### src/rtl/alu_seq_if.sv
// Handshake bundle between operand fetch and writeback for alu_seq.
// The master side feeds operands and drains results; the slave side is the ALU.
interface alu_seq_if #(
  parameter int WIDTH = 32
);
  logic             in_valid;
  logic             in_ready;
  logic [WIDTH-1:0] a;
  logic [WIDTH-1:0] b;
  logic [3:0]       opcode;
  logic             out_valid;
  logic             out_ready;
  logic [WIDTH-1:0] result;
  logic             negative;
  logic             zero;
  logic             carry;
  logic             overflow;

  modport master (
    output in_valid, a, b, opcode, out_ready,
    input  in_ready, out_valid, result, negative, zero, carry, overflow
  );

  modport slave (
    input  in_valid, a, b, opcode, out_ready,
    output in_ready, out_valid, result, negative, zero, carry, overflow
  );
endinterface

### src/rtl/alu_seq.sv
// Sequential nine-opcode ALU with a persistent NZCV register and an iterative
// shift-add multiplier; one operation in flight at a time.
module alu_seq #(
  parameter int WIDTH = 32
) (
  input  logic      clk,
  input  logic      rst,
  alu_seq_if.slave  bus
);
  typedef enum logic [1:0] {IDLE, MUL, DONE} state_e;

  localparam logic [3:0] OpAdcs = 4'd0;
  localparam logic [3:0] OpAdd  = 4'd1;
  localparam logic [3:0] OpSbcs = 4'd2;
  localparam logic [3:0] OpSubs = 4'd3;
  localparam logic [3:0] OpRsbs = 4'd4;
  localparam logic [3:0] OpMuls = 4'd5;
  localparam logic [3:0] OpAnds = 4'd6;
  localparam logic [3:0] OpOrrs = 4'd7;
  localparam logic [3:0] OpCmp  = 4'd8;

  localparam logic [WIDTH-1:0] MulLast = WIDTH'(WIDTH - 1);

  state_e           state_q;
  logic [WIDTH-1:0] result_q;
  logic             n_q, z_q, c_q, v_q;
  logic             out_valid_q;
  logic [WIDTH-1:0] mcand_q, mplier_q, prod_q, cnt_q;

  logic             accept;
  logic [WIDTH-1:0] add_x, add_y;
  logic             add_cin;
  logic [WIDTH:0]   add_sum;
  logic [WIDTH-1:0] result_d;
  logic             set_nz_d, set_cv_d, c_d, v_d;
  logic [WIDTH-1:0] prod_d;

  assign bus.in_ready  = (state_q == IDLE) && !rst;
  assign accept        = bus.in_valid && bus.in_ready;
  assign bus.out_valid = out_valid_q;
  assign bus.result    = result_q;
  assign bus.negative  = n_q;
  assign bus.zero      = z_q;
  assign bus.carry     = c_q;
  assign bus.overflow  = v_q;

  // One shared adder: subtraction forms are x + ~y + cin.
  always_comb begin
    add_x    = bus.a;
    add_y    = bus.b;
    add_cin  = 1'b0;
    result_d = '0;
    set_nz_d = 1'b0;
    set_cv_d = 1'b0;
    case (bus.opcode)
      OpAdcs: add_cin = c_q;
      OpSbcs: begin
        add_y   = ~bus.b;
        add_cin = c_q;
      end
      OpSubs, OpCmp: begin
        add_y   = ~bus.b;
        add_cin = 1'b1;
      end
      OpRsbs: begin
        add_x   = bus.b;
        add_y   = ~bus.a;
        add_cin = 1'b1;
      end
      default: ;
    endcase
    add_sum = {1'b0, add_x} + {1'b0, add_y} + {{WIDTH{1'b0}}, add_cin};
    c_d     = add_sum[WIDTH];
    v_d     = (add_x[WIDTH-1] == add_y[WIDTH-1]) && (add_sum[WIDTH-1] != add_x[WIDTH-1]);
    case (bus.opcode)
      OpAdcs, OpSbcs, OpSubs, OpRsbs, OpCmp: begin
        result_d = add_sum[WIDTH-1:0];
        set_nz_d = 1'b1;
        set_cv_d = 1'b1;
      end
      OpAdd: result_d = add_sum[WIDTH-1:0];
      OpAnds: begin
        result_d = bus.a & bus.b;
        set_nz_d = 1'b1;
      end
      OpOrrs: begin
        result_d = bus.a | bus.b;
        set_nz_d = 1'b1;
      end
      default: result_d = '0;
    endcase
    prod_d = prod_q + (mplier_q[0] ? mcand_q : '0);
  end

  // The last multiply step writes its own sum so the result lands WIDTH edges after acceptance.
  always_ff @(posedge clk) begin
    if (rst) begin
      state_q     <= IDLE;
      result_q    <= '0;
      n_q         <= 1'b0;
      z_q         <= 1'b0;
      c_q         <= 1'b0;
      v_q         <= 1'b0;
      out_valid_q <= 1'b0;
      mcand_q     <= '0;
      mplier_q    <= '0;
      prod_q      <= '0;
      cnt_q       <= '0;
    end else begin
      case (state_q)
        IDLE: begin
          if (accept) begin
            if (bus.opcode == OpMuls) begin
              mcand_q  <= bus.a;
              mplier_q <= bus.b;
              prod_q   <= '0;
              cnt_q    <= '0;
              state_q  <= MUL;
            end else begin
              result_q <= result_d;
              if (set_nz_d) begin
                n_q <= result_d[WIDTH-1];
                z_q <= (result_d == '0);
              end
              if (set_cv_d) begin
                c_q <= c_d;
                v_q <= v_d;
              end
              out_valid_q <= 1'b1;
              state_q     <= DONE;
            end
          end
        end
        MUL: begin
          if (cnt_q == MulLast) begin
            result_q    <= prod_d;
            n_q         <= prod_d[WIDTH-1];
            z_q         <= (prod_d == '0);
            out_valid_q <= 1'b1;
            state_q     <= DONE;
          end else begin
            prod_q   <= prod_d;
            mcand_q  <= mcand_q << 1;
            mplier_q <= mplier_q >> 1;
            cnt_q    <= cnt_q + 1'b1;
          end
        end
        DONE: begin
          if (bus.out_ready) begin
            out_valid_q <= 1'b0;
            state_q     <= IDLE;
          end
        end
        default: state_q <= IDLE;
      endcase
    end
  end
endmodule

### src/flat_wrapper.sv
// flat-port wrapper written by rule: the top's interface ports become plain ports
module alu_seq_flat 
#(
  parameter int WIDTH = 32
)
  (clk, rst, bus_in_valid, bus_a, bus_b, bus_opcode, bus_out_ready, bus_in_ready, bus_out_valid, bus_result, bus_negative, bus_zero, bus_carry, bus_overflow);
  alu_seq_if #(.WIDTH(WIDTH)) bus_i ();
  input  logic clk;
  input  logic rst;
  input wire logic [$bits(bus_i.in_valid)-1:0] bus_in_valid;
  input wire logic [$bits(bus_i.a)-1:0] bus_a;
  input wire logic [$bits(bus_i.b)-1:0] bus_b;
  input wire logic [$bits(bus_i.opcode)-1:0] bus_opcode;
  input wire logic [$bits(bus_i.out_ready)-1:0] bus_out_ready;
  output wire logic [$bits(bus_i.in_ready)-1:0] bus_in_ready;
  output wire logic [$bits(bus_i.out_valid)-1:0] bus_out_valid;
  output wire logic [$bits(bus_i.result)-1:0] bus_result;
  output wire logic [$bits(bus_i.negative)-1:0] bus_negative;
  output wire logic [$bits(bus_i.zero)-1:0] bus_zero;
  output wire logic [$bits(bus_i.carry)-1:0] bus_carry;
  output wire logic [$bits(bus_i.overflow)-1:0] bus_overflow;
  assign bus_i.in_valid = bus_in_valid;
  assign bus_i.a = bus_a;
  assign bus_i.b = bus_b;
  assign bus_i.opcode = bus_opcode;
  assign bus_i.out_ready = bus_out_ready;
  assign bus_in_ready = bus_i.in_ready;
  assign bus_out_valid = bus_i.out_valid;
  assign bus_result = bus_i.result;
  assign bus_negative = bus_i.negative;
  assign bus_zero = bus_i.zero;
  assign bus_carry = bus_i.carry;
  assign bus_overflow = bus_i.overflow;
  alu_seq #(.WIDTH(WIDTH)) u_core (.clk(clk), .rst(rst), .bus(bus_i));
endmodule
### config.mk
export PLATFORM = sky130hd
export DESIGN_NAME = alu_seq_flat
export DESIGN_NICKNAME = d
export VERILOG_FILES = /design/src/rtl/alu_seq_if.sv /design/src/rtl/alu_seq.sv /design/src/flat_wrapper.sv
export SDC_FILE = /design/constraint.sdc
export NUM_CORES = 1
export LEC_CHECK = 0
export CORE_ASPECT_RATIO = 0.7
export CORE_MARGIN = 4
export CORE_UTILIZATION = 50
export DETAILED_ROUTE_END_ITERATION = 7
export GPL_ROUTABILITY_DRIVEN = 0
export HOLD_SLACK_MARGIN = 0.15
export PLACE_DENSITY_LB_ADDON = 0.05
export SETUP_SLACK_MARGIN = 0.4
export SLEW_MARGIN = 10
export SYNTH_ARGS = -nofsm -noshare
export SYNTH_HDL_FRONTEND = slang
export SYNTH_SLANG_ARGS = --single-unit
### constraint.sdc
create_clock -name clk -period 6.77 [get_ports clk]
set_input_delay 1.0155 -clock clk [delete_from_list [all_inputs] [get_ports clk]]
set_output_delay 1.0155 -clock clk [all_outputs]
set_load 0.01 [all_outputs]
==> results.ini <==
[run_status]
status=finished, final reports clean

[floorplan]
io_pins=110
num_rows=47
initial_core_util_pct=51.43
die_h_um=139.1
die_w_um=195.3
core_um2=23880
die-area_um2=27170

[power_and_ir_drop]
power_density_nw_per_um2=189.4
pwr-share-comb_pct=24.5
p_int_mw=1.811
p_leak_nw=5.431
peakVddDrop_mv=0.1891
clockPowerShare_pct=37.3
p_seq_share_pct=38.2
sw_frac_of_total_pct=32.05
p_switching_uw=854.3

[min_path]
worst_hold_startpoint=u_core.bus.result[20]
hp-class=flip-flop to flip-flop

[setup_path]
cp-startpoint=bus_opcode[1]
r2r-start=u_core.mplier_q[0]
worstPathArrival_ns=6.39
cp.required_ns=7.15
crit_chain=clkdlybuf4s50_1, nor2_1, mux2i_1, o21ai_2, buf_4, nand2_1, o21ai_0, o21ai_0, ha_1, a21oi_1, nand4b_1, a211oi_2, nor3_1, a2111oi_0, nand4_1, nor4_1, and4_1, nand4b_1, or4_4, o211ai_2
startpoint_type=input pin
critPathTopFamily=simple AND/OR/NAND/NOR gates
worstSetupEndpointType=flip-flop
critical-path-max-stage-delay_ns=0.56
path_buf_inv=2
critPathKind=input pin to flip-flop
cpMaxStageDelayCell=clkdlybuf4s50_1
cp_max_fo=31

[sta]
worst_pin_slew_ns=1.114
fin_skew_ns=0.01105
max_freq_mhz=166.1
period_minus_slack_ns=6.020
hold_violations=0
final-setup-viol-count=0
rsz0062_at_grt=no
setup_tns_ns=0
whs_ns=0.4485
max_slew_margin_pct=24.77
fin_crit_sh_pct=88.92
maxSlewViolCount=0

[logic_synthesis]
synth_top_cells_by_area=dfxtp_1 27%, nand2_1 12%, ha_1 6.4%, nor2_1 6.1%, o21ai_0 5.1%
synth_top_cell_by_area=dfxtp_1
ys_ff_latch=167
synth_cells=1723
ys_seq_area_share_pct=27.23
yosysWarnings=0
synth_edf_count=0
synth-main-ff-cell=dfxtp_1
yosysTopAreaCellShare_pct=27.23
netlist_area_um2=12280
syn_avg_cell_area_um2=7.126
syn-num-nets=1861
yosysUniqueCellTypes=79
ys_async_sr_fraction_pct=0

[final_layout]
fillers=2240
final_nets=1893
drive_above_1_share_pct=4.751
mostFrequentLayoutCells=376 x nand2_1, 198 x nor2_1, 167 x dfxtp_1, 124 x o21ai_0, 110 x a21oi_1
area_growth_pct=14.60
fin_cells=2086
antenna_cells=0
mostFrequentLayoutCell=nand2_1

[route]
ant_nets=0
viasPerCell=6.177
num_vias=12890
wire_per_inst_um=19.07
first_iter_violations=1329
dr.pass1.iters=6
drcViolationCount=0
drt-total-wl_um=39790

[placement]
port_buffers=109
dp.cells=2054
hpwlAfterDp_um=28650

[job]
max_cap_violations=0

[global_route]
grt_first_pass_wirelength_um=62800
grt_pass1_vias=11610
grt_overflow=0
grt_max_degree=91
antenna_found_initial=1
grt_usage_pct=28.12

[clocking]
cts_tree=built
clock_path_buffers=2
clk_pin_slew_ns=0.07
htree_num_levels=4
clock_latency_ns=0.44
root_buffer=clkbuf_16
cts.sinks=167
numCtsBuffers=17

==> per-stage QoR <==
stage | power, mW | instance area (um2) | util (%) | setup slack, ns
3_3_place_gp | 1.669 | 13480 | 56.48 | 0.6139
2_1_floorplan | 1.455 | 12280 | - | 0.5978
6_report | 2.665 | 14070 | 58.94 | 0.7502
3_5_place_dp | 1.675 | 13490 | 56.51 | 0.3905
5_1_grt | 2.776 | 14070 | 58.94 | 0.4743
4_1_cts | 2.663 | 14070 | 58.94 | 0.8246
==> power groups by stage <==
stage / clock, mW / sequential [mW] / combinational, mW
detailed placement: 0 / 1.04 / 0.635
global route: 1.05 / 1.02 / 0.710
global placement: 0 / 1.04 / 0.630
CTS: 1.01 / 1.02 / 0.639
floorplan: 0 / 1.04 / 0.416
finish: 0.995 / 1.02 / 0.652
==> cell type report <==
cell class	count	area, um2	area share, %
timing repair buffer	126	1211	8.607
clock inverter	13	146.4	1.040
multi-input combinational	1431	8494	60.37
sequential	167	3343	23.76
tap	318	397.9	2.828
clock buffer	19	432.9	3.077
inverter	12	45.04	0.3201
==> final timing paths <==
path / slack (ns) / cells after the start / end
worst max-delay path: 0.75 / 20 / u_core.bus.zero
worst min-delay path: 0.45 / 2 / u_core.bus.result[20]
worst max register to register: 1.77 / 14 / u_core.bus.zero
worst min register to register: 0.45 / 2 / u_core.bus.result[20]
==> state kept, by name (all words and copies together), names as in the netlist <==
name,flops
u_core.bus.result,32
u_core.cnt_q,32
u_core.mcand_q,32
u_core.mplier_q,32
u_core.prod_q,32
u_core.state_q,2
u_core.bus.carry,1
u_core.bus.negative,1
u_core.bus.out_valid,1
u_core.bus.overflow,1
u_core.bus.zero,1
==> synthesized netlist by cell type, drive strengths merged (14+ instances only) <==
master,count
nand2,378
nor2,200
dfxtp,167
o21ai,129
a21oi,115
clkbuf,99
a311oi,64
ha,63
xor2,46
and2,38
a22oi,33
xnor2,33
a21o,28
maj3,28
nand3,25
nand4,21
nor3,20
o211ai,18
nor4,16
and3,15
a211oi,14
buf,14
nand2b,14
==> metal layers <==
layer / up-vias / track usage (%) / share of wire, % / wire, um
li1: 6212 / - / - / -
met1: 6075 / 42.16 / 48 / 18910
met2: 538 / 41.25 / 42 / 16790
met3: 61 / 5.561 / 8.2 / 3266
met4: 0 / 7.235 / 2.1 / 819
met5: - / 0 / 0 / 0
==> tightest hold or removal path, stage by stage (launching register included) <==
cell     delay [ns]
dfxtp_1        0.31
nand2_1        0.05
a21oi_1        0.05
==> cells by family after synthesis <==
kind of cell / share of synthesized area (%)
DFF: 27.23
and+or+nand+nor: 27.25
buffers and inverters: 4.056
muxes: 0.2446
adders and majority gates: 9.192
xor gates and xnor gates: 5.635
AOI/OAI and AO/OA: 26.39
==> what timing repair did <==
action	in CTS	in global routing
setup buffers	0	0
setup endpoints to repair	0	1
hold buffers	0	0
gates resized for setup	0	1
(Power assumes the default switching activity.)
